`src/rtl/vmul_pkg.sv`:
```
// Shared types, step counts and the byte-pair schedule for the iterative
// 8x8-based vector multiplier.
package vmul_pkg;

  // Lane configuration selected per operation.
  typedef enum logic [1:0] {
    MODE_8    = 2'b00,
    MODE_16   = 2'b01,
    MODE_32   = 2'b10,
    MODE_RSVD = 2'b11
  } vmul_mode_e;

  typedef enum logic [1:0] {
    IDLE = 2'b00,
    RUN  = 2'b01,
    DONE = 2'b10
  } vmul_state_e;

  // Number of 8x8 partial products needed per mode.
  localparam int STEPS_8  = 4;
  localparam int STEPS_16 = 8;
  localparam int STEPS_32 = 16;

  // Byte indices into operand_a (i) and operand_b (j) for one step.
  typedef struct packed {
    logic [1:0] i;
    logic [1:0] j;
  } byte_pair_t;

  // Maps a step number to the byte pair multiplied in that step. Pairs
  // never straddle a lane, so lane products stay inside their field.
  function automatic byte_pair_t step_to_pair(vmul_mode_e mode, logic [3:0] s);
    byte_pair_t p;
    p.i = 2'd0;
    p.j = 2'd0;
    case (mode)
      MODE_8: begin
        p.i = s[1:0];
        p.j = s[1:0];
      end
      MODE_16: begin
        p.i = {s[2], s[0]};
        p.j = {s[2], s[1]};
      end
      MODE_32: begin
        p.i = s[1:0];
        p.j = s[3:2];
      end
      default: begin
        p.i = 2'd0;
        p.j = 2'd0;
      end
    endcase
    return p;
  endfunction

  // Value of the step counter on the final RUN cycle.
  function automatic logic [3:0] last_step(vmul_mode_e mode);
    logic [3:0] n;
    case (mode)
      MODE_8:  n = 4'(STEPS_8 - 1);
      MODE_16: n = 4'(STEPS_16 - 1);
      MODE_32: n = 4'(STEPS_32 - 1);
      default: n = 4'd0;
    endcase
    return n;
  endfunction

endpackage

```
`src/rtl/vmul_iter_8x8_if.sv`:
```
// Operand/result handshake bundle of the iterative vector multiplier.
interface vmul_iter_8x8_if;
  logic        in_valid;
  logic        in_ready;
  logic [31:0] operand_a;
  logic [31:0] operand_b;
  logic [1:0]  mode;
  logic        out_valid;
  logic        out_ready;
  logic [63:0] result;
  logic        out_err;

  // Requester side: issues operations and consumes results.
  modport master (
    output in_valid, operand_a, operand_b, mode, out_ready,
    input  in_ready, out_valid, result, out_err
  );

  // Multiplier side.
  modport slave (
    input  in_valid, operand_a, operand_b, mode, out_ready,
    output in_ready, out_valid, result, out_err
  );
endinterface

```
`src/rtl/multiplier_8bit.sv`:
```
// Combinational unsigned 8x8 -> 16 multiplier core shared by all steps.
module multiplier_8bit (
  input  logic [7:0]  a,
  input  logic [7:0]  b,
  output logic [15:0] p
);
  assign p = 16'(a) * 16'(b);
endmodule

```
`src/rtl/vmul_iter_8x8.sv`:
```
// Iterative vector multiplier: one 8x8 product per cycle, shifted and
// accumulated into a 64-bit result holding 4x16, 2x32 or 1x64 lane products.
module vmul_iter_8x8
  import vmul_pkg::*;
(
  input  logic            clk,
  input  logic            rst_n,
  vmul_iter_8x8_if.slave  bus
);

  vmul_state_e state_reg, state_next;
  logic [3:0]  s_reg, s_next;
  logic [31:0] a_reg, a_next;
  logic [31:0] b_reg, b_next;
  vmul_mode_e  mode_reg, mode_next;
  logic [63:0] acc_reg, acc_next;

  logic [7:0]  a_byte [4];
  logic [7:0]  b_byte [4];
  byte_pair_t  pair;
  logic [7:0]  a_sel;
  logic [7:0]  b_sel;
  logic [15:0] pp;
  logic [2:0]  byte_sum;
  logic [5:0]  shamt;
  logic [63:0] addend;

  // Split the latched operands into bytes for the per-step selection.
  generate
    for (genvar gi = 0; gi < 4; gi++) begin : g_bytes
      assign a_byte[gi] = a_reg[8*gi +: 8];
      assign b_byte[gi] = b_reg[8*gi +: 8];
    end
  endgenerate

  assign pair  = step_to_pair(mode_reg, s_reg);
  assign a_sel = a_byte[pair.i];
  assign b_sel = b_byte[pair.j];

  multiplier_8bit u_mult (
    .a (a_sel),
    .b (b_sel),
    .p (pp)
  );

  // Weight of byte pair (i, j) is 2^(8*(i+j)) in every mode.
  assign byte_sum = {1'b0, pair.i} + {1'b0, pair.j};
  assign shamt    = {byte_sum, 3'b000};
  assign addend   = {48'd0, pp} << shamt;

  // Next-state, step counter and accumulator update.
  always_comb begin
    state_next = state_reg;
    s_next     = s_reg;
    a_next     = a_reg;
    b_next     = b_reg;
    mode_next  = mode_reg;
    acc_next   = acc_reg;
    case (state_reg)
      IDLE: begin
        if (bus.in_valid) begin
          a_next     = bus.operand_a;
          b_next     = bus.operand_b;
          mode_next  = vmul_mode_e'(bus.mode);
          acc_next   = 64'd0;
          s_next     = 4'd0;
          state_next = RUN;
        end
      end
      RUN: begin
        // Reserved mode spends one cycle here without accumulating.
        if (mode_reg != MODE_RSVD) begin
          acc_next = acc_reg + addend;
        end
        if (s_reg == last_step(mode_reg)) begin
          s_next     = 4'd0;
          state_next = DONE;
        end else begin
          s_next = s_reg + 4'd1;
        end
      end
      DONE: begin
        if (bus.out_ready) begin
          state_next = IDLE;
        end
      end
      default: begin
        state_next = IDLE;
      end
    endcase
  end

  // State and datapath registers; reset aborts any operation in flight.
  always_ff @(posedge clk or negedge rst_n) begin
    if (!rst_n) begin
      state_reg <= IDLE;
      s_reg     <= 4'd0;
      a_reg     <= 32'd0;
      b_reg     <= 32'd0;
      mode_reg  <= MODE_8;
      acc_reg   <= 64'd0;
    end else begin
      state_reg <= state_next;
      s_reg     <= s_next;
      a_reg     <= a_next;
      b_reg     <= b_next;
      mode_reg  <= mode_next;
      acc_reg   <= acc_next;
    end
  end

  assign bus.in_ready  = (state_reg == IDLE);
  assign bus.out_valid = (state_reg == DONE);
  assign bus.result    = acc_reg;
  assign bus.out_err   = (state_reg == DONE) && (mode_reg == MODE_RSVD);

endmodule

```
`src/flat_wrapper.sv`:
```
// flat-port wrapper written by rule: the top's interface ports become plain ports
module vmul_iter_8x8_flat import vmul_pkg::*;
  (clk, rst_n, bus_in_valid, bus_operand_a, bus_operand_b, bus_mode, bus_out_ready, bus_in_ready, bus_out_valid, bus_result, bus_out_err);
  vmul_iter_8x8_if bus_i ();
  input  logic clk;
  input  logic rst_n;
  input wire logic [$bits(bus_i.in_valid)-1:0] bus_in_valid;
  input wire logic [$bits(bus_i.operand_a)-1:0] bus_operand_a;
  input wire logic [$bits(bus_i.operand_b)-1:0] bus_operand_b;
  input wire logic [$bits(bus_i.mode)-1:0] bus_mode;
  input wire logic [$bits(bus_i.out_ready)-1:0] bus_out_ready;
  output wire logic [$bits(bus_i.in_ready)-1:0] bus_in_ready;
  output wire logic [$bits(bus_i.out_valid)-1:0] bus_out_valid;
  output wire logic [$bits(bus_i.result)-1:0] bus_result;
  output wire logic [$bits(bus_i.out_err)-1:0] bus_out_err;
  assign bus_i.in_valid = bus_in_valid;
  assign bus_i.operand_a = bus_operand_a;
  assign bus_i.operand_b = bus_operand_b;
  assign bus_i.mode = bus_mode;
  assign bus_i.out_ready = bus_out_ready;
  assign bus_in_ready = bus_i.in_ready;
  assign bus_out_valid = bus_i.out_valid;
  assign bus_result = bus_i.result;
  assign bus_out_err = bus_i.out_err;
  vmul_iter_8x8 u_core (.clk(clk), .rst_n(rst_n), .bus(bus_i));
endmodule
```
`config.mk`:
```
export PLATFORM = sky130hd
export DESIGN_NAME = vmul_iter_8x8_flat
export DESIGN_NICKNAME = d
export VERILOG_FILES = /design/src/rtl/vmul_pkg.sv /design/src/rtl/vmul_iter_8x8_if.sv /design/src/rtl/multiplier_8bit.sv /design/src/rtl/vmul_iter_8x8.sv /design/src/flat_wrapper.sv
export SDC_FILE = /design/constraint.sdc
export NUM_CORES = 1
export LEC_CHECK = 0
export CORE_MARGIN = 3
export CORE_UTILIZATION = 45
export DETAILED_ROUTE_END_ITERATION = 10
export PLACE_DENSITY = 0.69
export REMOVE_ABC_BUFFERS = 1
export SYNTH_ARGS = -nofsm -noshare
export SYNTH_HDL_FRONTEND = slang
export SYNTH_SLANG_ARGS = --single-unit
```
`constraint.sdc`:
```
create_clock -name clk -period 7.45 [get_ports clk]
set_input_delay 1.1175 -clock clk [delete_from_list [all_inputs] [get_ports clk]]
set_output_delay 1.1175 -clock clk [all_outputs]
set_load 0.005 [all_outputs]
```
==> results of run 1 <==
cell type report:
cell class / count / area, µm²
Fill cell: 1910 / 7510
Clock buffer: 17 / 425
Multi-Input combinational cell: 1235 / 9460
Timing Repair Buffer: 534 / 4550
Sequential cell: 136 / 3400
Tap cell: 335 / 419
Clock inverter: 15 / 169
Inverter: 75 / 282
synth_stat cells (14+ instances only):
cell | count | area (µm²)
a21o_1 | 39 | 293
a21oi_1 | 89 | 445
clkbuf_1 | 55 | 206
dfrtp_1 | 136 | 3400
fa_1 | 38 | 761
ha_1 | 106 | 1330
inv_1 | 74 | 278
mux2_2 | 16 | 180
mux2i_1 | 22 | 220
nand2_1 | 334 | 1250
nand4_1 | 16 | 100
nor2_1 | 149 | 559
nor2b_1 | 14 | 87.6
nor3_1 | 19 | 95.1
o21ai_0 | 102 | 510
o21ai_1 | 23 | 115
o21bai_1 | 22 | 165
or2_2 | 17 | 106
xnor2_1 | 36 | 315
xor2_1 | 32 | 280
layout by cell type, fill, tap and decap left out, types with 35 or more instances in the layout:
cell / count
buf_4: 356
nand2_1: 322
dfrtp_1: 136
clkdlybuf4s50_1: 135
nor2_1: 129
ha_1: 76
o21ai_0: 72
inv_1: 64
a21oi_1: 47
a21o_1: 39
buf_6: 38
fa_1: 35
worst max-delay path: cells and delay by family (launching register included):
kind / cells / cell delay [ns]
compound gates: 12 / 2.00
fa+ha+maj: 7 / 2.70
buf+inv: 12 / 1.41
flops: 1 / 0.42
mux: 3 / 0.59
simple gates: 8 / 0.94
what timing repair did:
| item | CTS | global route |
|---|---|---|
| setup endpoints to repair | 52 | 53 |
| buffers inserted | 30 | 40 |
| endpoints found under the hold margin | 0 | 0 |
| cloned | 0 | 1 |
| pin swaps | 48 | 145 |
| gates resized for setup | 113 | 216 |
worst min path at each step:
stage | from | end | slack (ns) | cells past startpoint
global placement | u_core.b_reg[12]$_DFFE_PN0P_ | u_core.b_reg[12]$_DFFE_PN0P_ | 0.45 | 2
global route | u_core.a_reg[20]$_DFFE_PN0P_ | u_core.a_reg[20]$_DFFE_PN0P_ | 0.51 | 2
finish | u_core.b_reg[16]$_DFFE_PN0P_ | u_core.b_reg[16]$_DFFE_PN0P_ | 0.48 | 2
CTS | u_core.a_reg[13]$_DFFE_PN0P_ | u_core.a_reg[13]$_DFFE_PN0P_ | 0.48 | 2
detailed placement | u_core.a_reg[12]$_DFFE_PN0P_ | u_core.a_reg[12]$_DFFE_PN0P_ | 0.46 | 2
floorplan | u_core.a_reg[10]$_DFFE_PN0P_ | u_core.a_reg[10]$_DFFE_PN0P_ | 0.44 | 2
per-layer routing:
metal  up-vias  share of wire
met5         -              0
met4         0          0.027
met3       103          0.056
met2       463           0.48
met1      6249           0.44
li1       6183              -
kinds of logic (layout without fill, tap and decap cells):
family / after synthesis / in the layout / share of synthesized area
buffers and inverters: 143 / 641 / 0.0462
muxes: 38 / 38 / 0.0331
AOI/OAI and AO/OA: 376 / 376 / 0.201
and+or+nand+nor: 609 / 609 / 0.216
DFF: 136 / 136 / 0.282
xor gates and xnor gates: 68 / 68 / 0.0493
adders and majority gates: 144 / 144 / 0.173
stage by stage:
stage	util	area (µm²)	worst slack, ns	hold slack [ns]
after floorplan	-	11800	-1.78	0.440
after global placement	0.614	16100	-1.13	0.454
after detailed placement	0.614	16100	-1.18	0.459
after CTS	0.664	17400	-0.797	0.477
after global routing	0.714	18700	-1.03	0.507
final	0.714	18700	-0.762	0.480
==> reports/summary.md, run 1 <==
The share of the yosys chip area belonging to registers is 0.282. The cell area that synthesis handed to floorplanning was 0.0121 mm². The via count of the first global-routing pass was 12518. The cell sitting at the root of the clock tree is a clkbuf_16. The largest individual stage delay along the critical path comes from the cell fa_1.

The run gives 8.55 ns as the data arrival time at the worst-slack endpoint. The largest single stage delay on the critical path is 0.53 ns. The number of levels in the clock H-tree was 4.

Including well taps, the total number of placed cells is 2248. The average wire length per cell after detail routing is 18.1 µm, and the final critical-path required period is 8.21 ns. Dividing the synthesized area by the synthesized cell count gives 7.98 µm².

Following the worst setup path forward leads to its endpoint at u_core.bus.result[63]$_DFFE_PN0P_. The clock arrives with 0.0197 ns of skew. Along the worst path, the maximum fanout reaches 6. The max capacitance violation total is 0.

Setup repair after global routing could not meet its margin everywhere. The run finished, with violations left. The remaining max-slew budget at the tightest pin is 0.178, and the global route total overflow is 0.

At the later pin of the worst-skew pair, clock insertion delay measures 0.44 ns. Data on the critical path is required at its endpoint by 7.79 ns. Counting flops with a built-in enable in the synthesized netlist gives 0. The tightest min-delay check is of the flop to flop type. In the synthesized netlist the dominant register cell turns out to be dfrtp_1. Before antenna repair, the detailed router went through 6 iterations. At the pin with the least slew margin, the transition time is 1.23 ns.

In this run, the number of DRC markers left after iteration 0 of detailed routing was 1106. STA classifies the critical path startpoint as a flop. In the routed layout, each cell is associated on average with a via count of 5.54.

The synthesized netlist contains 75 unique library cells. The met3 usage in global routing is 0.0400. Yosys printed 0 warnings.

The global routing stage identified its most utilized layer as met2. Setup violations remaining at the end of the flow were counted as 45. In this run, synthesis produced a sequential element count of 136. For the global-route wire length before repair, the log shows 63.8 mm.

The clock drives 136 sinks. The clock-pin slew on the worst setup and hold paths came out at 0.07 ns. The die outline height works out to 170 µm. Once layout is complete, the cells apart from fillers number 2347. The startpoint identified for the worst register-to-register timing path is u_core.mode_reg[1]$_DFFE_PN0P_. The tools report the origin of the worst setup path as u_core.mode_reg[1]$_DFFE_PN0P_. Counting the buffers created by CTS gives 17. The global-route met2 utilization was 0.460. The final reports fail on setup timing.

For the detailed placement HPWL, the log shows 30.0 mm. The number of cells on the worst reg-to-reg path is 42. In this run, post-CTS hold repair placed 0 buffers.

The endpoint identified for the worst register-to-register timing path is u_core.bus.result[63]$_DFFE_PN0P_. For the weighted congestion at the end of routability-driven global placement, the log shows 0.911. For the initial cell density of the core, the log shows 0.461.

The worst setup slack after layout came out at -0.762 ns. The antenna violation net count after detailed routing came out at 0. The total area inside the core boundary comes to 0.0262 mm².

Buffers placed on the I/O ports in this run total 136. The maximum number of pins on one net before global-route repair came out at 83. Endpoint class of the critical path: a flop. The post-route DRC violation count came out at 0. The flip-flop count of the largest register, all copies and words added was 64; the maximum number of buffers from clock root to sink was 2.

The path type of the worst setup path was flop to flop. The number of instances in the synthesized netlist was 1514. The repair_antennas step left the layout with diodes totalling 0. The ratio of cells with drive above 1 in the final layout came out at 0.343.

The post-route clock period utilization is 1.10, and the number of max-slew violations in the final report is 0. The final hold violation count was 0. The run gives -0.76 ns as the slack of the worst reg-to-reg path. The floorplan step set the die width to 170 µm. After detailed routing, the total wire length is 42.4 mm. During I/O placement, the number of pins put on the boundary was 137. The combined global-route utilization of all metal layers came out at 0.275. The tools report the overall die area as 0.0289 mm². The area growth from synthesis to layout is 54.8%.

The total number of vias is 12998. TritonCTS built the clock tree. The tools report the number of antenna violations at the first check in global routing as 0. The met1 demand-to-capacity share in global routing was 0.376. For the timing-limited maximum frequency, the log shows 122 MHz. The share of async-settable or async-resettable flops after synthesis came out at 1.00.

Summed over all failing endpoints, the final setup total negative slack is -21.72 ns. The number of core rows came out at 59. The net total in the final layout was 2213.
Power of run 1 is not shown: default switching activity piles up to over one toggle a cycle in this logic, so the estimate is an artifact.
==> run 2, diff against run 1 <==
Settings changed: PLACE_DENSITY 0.69 to unset, PLACE_DENSITY_LB_ADDON set to 0.05.
==> run 2 against run 1 <==
  * The run still ends with setup timing left
  * Die area did not move
  * Fmax grew 0.81%
  * Non-clock buffer count is 13 higher
  * Core utilization grew 1.0 points
  * Clock skew about the same
  * First-iteration DRC count decreased by 23%
  * Critical path depth down 1
  * Final cell count rose by 0.55%
==> reports/summary.md, run 2 (synthesized netlist as in run 1, its figures left out) <==
The delay of the slowest critical-path stage is 0.51 ns (-0.02 ns), and the logic depth of the worst register-to-register path is 41 (-2.4%). Hold path startpoint: u_core.b_reg[30]$_DFFE_PN0P_. The type of the worst min-delay path was flop to flop. In this run the critical register-to-register path is captured at u_core.bus.result[54]$_DFFE_PN0P_. Pin slew with the least headroom to its limit: 0.804 ns (-0.425 ns).

The run gives 0 (unchanged) as the final hold violation count. The cell chosen for the clock root is clkbuf_16. TritonCTS built the clock tree. Setup repair after global routing could not meet its margin everywhere.

Setup violation total in the final timing report: 47 (+4.4%). In this run the critical register-to-register path is launched from u_core.mode_reg[1]$_DFFE_PN0P_. The pre-CTS worst setup slack came out at -1.21 ns (-0.0281 ns). The worst setup path is of the flop to flop kind. Leaving out fill and tap cells, the most frequent cell in the layout is buf_4.

STA classifies the critical path endpoint as a flop. The number of buffers created by CTS is 17 (unchanged), and the count of input and output buffers is 136 (unchanged). The logs give 0 (unchanged) for the antenna violation net count after detailed routing and 30.0 mm (-0.24%) for the detailed placement HPWL.

The number of DRC markers in iteration 0 was 853 (-23%); the area growth from synthesis to layout was 56.9%. For hold timing, the worst endpoint is u_core.b_reg[30]$_DFFE_PN0P_. The number of top-level design ports was 137 (unchanged). The startpoint type of the worst setup path is a flop. The flip-flop count of the largest register, all copies and words added is 64 (unchanged), and the remaining max-slew budget at the tightest pin is 0.464 (+0.286). The weighted congestion at the end of routability-driven global placement is 0.979 (+7.5%), and the initial cell density of the core is 0.461 (unchanged). The clock net sink count is 136 (unchanged), and the first-pass iteration count of the detailed router is 8 (+2). The post-route clock period utilization is 1.09 (-0.00889).

The average wire length per cell after detail routing was 17.7 µm (-2.1%). The family of cells with the greatest summed delay on the critical path was compound AO/OA/AOI/OAI gates. The checks that failed: setup timing.

The logs give 0 (unchanged) for the max capacitance violation total and 2 (unchanged) for the maximum number of buffers from clock root to sink. The worst endpoint required time is 7.75 ns (-0.04 ns), and the critical-path maximum fanout is 6 (unchanged). The tools report the slack of the worst reg-to-reg path as -0.70 ns (+0.07 ns). Among the stages of the critical path, the cell type that occurs most often is buf_6. For the data arrival time at the worst-slack endpoint, the log shows 8.44 ns (-0.11 ns). The number of core rows came out at 59 (unchanged). The x dimension of the die is 170 µm (unchanged), and the total number of vias is 12821 (-1.4%). The run gives 0 (unchanged) as the post-route DRC violation count. Global-route wire length before repair: 66.6 mm (+4.5%).

The ratio of cells with drive above 1 in the final layout was 0.356 (+0.0131). The number of max-slew violations in the final report was 0 (unchanged); the net total in the final layout was 2226 (+0.59%). The die outline height was 170 µm (unchanged). The top cell types in the final layout, fill and taps aside, are buf_4 (357), nand2_1 (322), dfrtp_1 (136).

Standard cell core area: 0.0262 mm² (unchanged). The final critical-path required period works out to 8.15 ns (-0.0662 ns). The combined global-route utilization of all metal layers is 0.286 (+0.0114). The run finished, with violations left. The tools report the clock insertion delay at the later pin of the skew report as 0.45 ns (about the same). The number of stages on the worst hold path is 2 (unchanged), and the count of antenna diodes in the layout is 0 (unchanged). The clock-pin slew on the worst setup and hold paths was 0.07 ns (about the same); the number of levels in the clock H-tree was 4 (unchanged). The tools report the clock skew as 0.0201 ns (+0.000339 ns). The number of hold buffers added after cts is 0 (unchanged), and the ratio of routed vias to standard cells is 5.43 (-1.9%). The maximum number of pins on one net before global-route repair was 84 (+1.2%); the timing-limited maximum frequency was 123 MHz (+0.81%).

Number of antenna violations at the first check in global routing: 0 (unchanged). Overall die area: 0.0289 mm² (unchanged). The run gives 0 (unchanged) as the global route total overflow. The number of buffers and inverters on the critical path works out to 11 (-1). Final wirelength: 41.8 mm (-1.6%). Among all stages on the critical path, the largest delay is contributed by fa_1. The worst setup slack after layout came out at -0.696 ns (+0.0662 ns). The run gives 12824 (+2.4%) as the via count of the first global-routing pass.
[run 2: cell count changes in the layout (fill, tap and decap cells not counted), moves of 4 or more]
cell | before | now
buf_6 | 38 | 48
o21ai_1 | 23 | 31
mux2_2 | 14 | 8
mux2_4 | 2 | 8
o21ai_0 | 72 | 66
a21oi_2 | 32 | 37
nor2_2 | 10 | 15
a21oi_1 | 47 | 43
buf_12 | 2 | 6
ha_4 | 25 | 29
nor2_1 | 129 | 125
[run 2: metrics by stage]
step	utilization	cell area [µm²]	hold WS (ns)	cells	TNS [ns]
after floorplan	-	11800	0.440	1446	-69.76
after global placement	0.616	16100	0.453	2249	-33.81
after detailed placement	0.616	16100	0.461	2249	-38.97
after CTS	0.698	18300	0.479	2335	-13.89
after global routing	0.724	19000	0.495	2360	-37.87
final	0.724	19000	0.478	2360	-21.80
[run 2: area by class of cell]
cell class | count | area, µm²
fillers | 1994 | 7240
clock buffers | 17 | 425
inverters | 75 | 282
repair buffers | 547 | 4710
multi-input cells | 1235 | 9550
clock inverters | 15 | 176
well taps | 335 | 419
flip-flops and latches | 136 | 3400
[run 2: how the worst max path moves through the flow]
stage / startpoint / endpoint / slack [ns] / depth (start not counted)
2_1_floorplan: u_core.mode_reg[0]$_DFFE_PN0P_ / u_core.bus.result[60]$_DFFE_PN0P_ / -1.78 / 33
3_3_place_gp: u_core.mode_reg[1]$_DFFE_PN0P_ / u_core.bus.result[57]$_DFFE_PN0P_ / -1.03 / 37
3_5_place_dp: u_core.mode_reg[1]$_DFFE_PN0P_ / u_core.bus.result[57]$_DFFE_PN0P_ / -1.21 / 38
4_1_cts: u_core.mode_reg[1]$_DFFE_PN0P_ / u_core.bus.result[57]$_DFFE_PN0P_ / -0.53 / 41
5_1_grt: u_core.mode_reg[1]$_DFFE_PN0P_ / u_core.bus.result[57]$_DFFE_PN0P_ / -1.01 / 40
6_report: u_core.mode_reg[1]$_DFFE_PN0P_ / u_core.bus.result[54]$_DFFE_PN0P_ / -0.70 / 41
[run 2: per-layer routing]
layer	part of all wire	global-route usage	vias up
met5	0	0	-
met4	0.022	0.0814	0
met3	0.041	0.0339	62
met2	0.47	0.463	342
met1	0.47	0.406	6200
li1	-	-	6217
[run 2: worst reg2reg max path, delay by kind of cell, from the launching register on]
family	cells	cell delay [ns]
DFF	1	0.43
buffers and inverters	11	1.34
AOI/OAI and AO/OA	15	2.76
xor gates and xnor gates	2	0.40
adders and majority gates	7	2.33
and+or+nand+nor	5	0.45
muxes	1	0.31
[run 2: repair_timing]
item | in CTS | in global routing
endpoints found under the hold margin | 0 | 0
pin swaps | 151 | 95
setup buffers | 56 | 27
endpoints found under the setup margin | 48 | 51
resized for setup | 264 | 109
Power of run 2 is left out for the same reason.
==> RTL edit (flow settings as in run 1) <==
Put a register stage on the output `bus.out_err`, without a reset. The value now appears one clock later.
--- a/src/rtl/vmul_iter_8x8.sv
+++ b/src/rtl/vmul_iter_8x8.sv
@@ -113,5 +113,7 @@
   assign bus.out_valid = (state_reg == DONE);
   assign bus.result    = acc_reg;
-  assign bus.out_err   = (state_reg == DONE) && (mode_reg == MODE_RSVD);
+  always_ff @(posedge clk) begin
+    bus.out_err <= (state_reg == DONE) && (mode_reg == MODE_RSVD);
+  end
 
 endmodule
Behaviour: not the same (Yosys sat finds a counterexample within 4 cycles, from zero or initial values and one cycle with rst_n low).
==> RTL edit against run 1 <==
The flow still finishes with violations (setup timing). Utilization increased by 0.65 points. Worst hold slack worse by 1.1 ps. Setup slack worse by 120 ps. Count of clock-buffer cells in the layout is the same. Synthesized area is 0.17% higher. Non-clock buffer count up 29. Critical path type unchanged. Final area grew 1.2%. Sequential cell count grew 1. Fmax down 1.5%. Wire length increased by 1.4%.
Power is not shown: default switching activity piles up to over one toggle a cycle in this logic, so the estimate is an artifact.
==> RTL edit: results (changes against run 1) <==
* Routed vias/inst at 5.556 (was 5.538)
* Adder-cell share of the synthesized area at 17.25% (was 17.27%)
* Outcome: finished with violations (unchanged)
* Final setup fails at 47 (was 45)
* Vias in the first global route at 13,169 (was 12,518)
* Post-synthesis mux area share at 3.309% (was 3.314%)
* Tot GR Track Use at 28.73% (was 27.47%)
* Complex-gate fraction of the synthesized area at 20.08% (was 20.11%)
* Setup WS post-layout at -885.2 ps (was -762.5 ps)
* Share of cells above drive strength 1 at 35.21% (was 34.29%)
* Pre-antenna DRT Iters at 5 (was 6)
* Final Net Count at 2,243 (was 2,213)
* Actual slew at the worst max-slew pin at 1228 ps (was 1229 ps)
* First-pass GRT wire length at 67,170 um (was 63,780 um)
* DP Area at 16,130 um^2 (was 16,100 um^2)
* Wire per inst at 18.11 um (was 18.08 um)
* Largest net degree at the start of global routing at 80 (was 83)
* Slowest cell delay on critical path at 510 ps (was 530 ps)
* Async SR Flop Fraction at 99.27% (was 100.0%)
* Number of fill cells at 1,930 (was 1,910)
* Synth top area cells: dfrtp_1 (28%), ha_1 (11%), nand2_1 (10%) (unchanged)
* Synth Area in XOR/XNOR at 4.921% (was 4.930%)
* Clk_skew at 12.48 ps (was 19.72 ps)
* Synth unique cells at 76 (was 75)
* DR iter-0 viols at 1,040 (was 1,106)
* Routability cong. at 0.9458 (was 0.9108)
* WP data required at 7750 ps (was 7790 ps)
* Failing checks: setup timing (unchanged)
* Setup WS pre-CTS at -1908 ps (was -1180 ps)
RTL edit: changes by cell type after synthesis:
cell            run 1  this run
dfxtp_1             0         1
RTL edit: final cells by class:
type                       instances  area [um^2]  area share [%]
clock buffer                      17        425.4           2.248
clock inverter                    15        176.4          0.9322
inverter                          75        281.5           1.488
multi-input combinational       1235         9428           49.82
sequential                       137         3423           18.09
tap                              335        419.2           2.215
timing repair buffer             563         4771           25.21
RTL edit: repair_timing:
action                     CTS  global route
resized for setup          209           122
buffers inserted            70            28
pin swaps                  149            87
setup endpoints to repair   55            53
RTL edit: through the flow:
stage / std cells / hold WS, ps / setup TNS (ps)
floorplan: 1447 / 440.1 / -69760
global placement: 2251 / 452.7 / -60440
detailed placement: 2251 / 457.2 / -72660
CTS: 2350 / 479.3 / -20290
global route: 2377 / 500.9 / -44580
finish: 2377 / 479.4 / -31000
RTL edit: critical path, delay by kind of cell (launching register included):
kind                       cells  cell delay [ps]
DFF                            1              450
muxes                          1              310
and+or+nand+nor                4              710
AOI/OAI and AO/OA             13             2130
xor gates and xnor gates       2              430
adders and majority gates      7             2710
buffers and inverters         12             1430
RTL edit: logic make-up (layout without fill, tap and decap cells):
kind of cell | Yosys count | after routing
flops | 137 | 137
compound gates | 376 | 376
simple gates | 609 | 609
buf+inv | 143 | 670
mux | 38 | 38
fa+ha+maj | 144 | 144
xor+xnor | 68 | 68
RTL edit: final timing paths:
path / to / startpoint
min in group asynchronous: u_core.bus.result[27]$_DFFE_PN0P_ / rst_n
hold / removal: u_core.a_reg[15]$_DFFE_PN0P_ / u_core.a_reg[15]$_DFFE_PN0P_
setup / recovery: u_core.bus.result[57]$_DFFE_PN0P_ / u_core.mode_reg[1]$_DFFE_PN0P_
hold reg to reg: u_core.a_reg[15]$_DFFE_PN0P_ / u_core.a_reg[15]$_DFFE_PN0P_
setup reg to reg: u_core.bus.result[57]$_DFFE_PN0P_ / u_core.mode_reg[1]$_DFFE_PN0P_
max in group asynchronous: u_core.a_reg[2]$_DFFE_PN0P_ / rst_n
RTL edit: metal layers:
metal	vias up	wire length [um]	global-route usage (%)
li1	6232	-	-
met1	6371	18770	38.37
met2	500	20600	48.47
met3	103	2286	3.833
met4	0	1383	9.312
met5	-	0	0
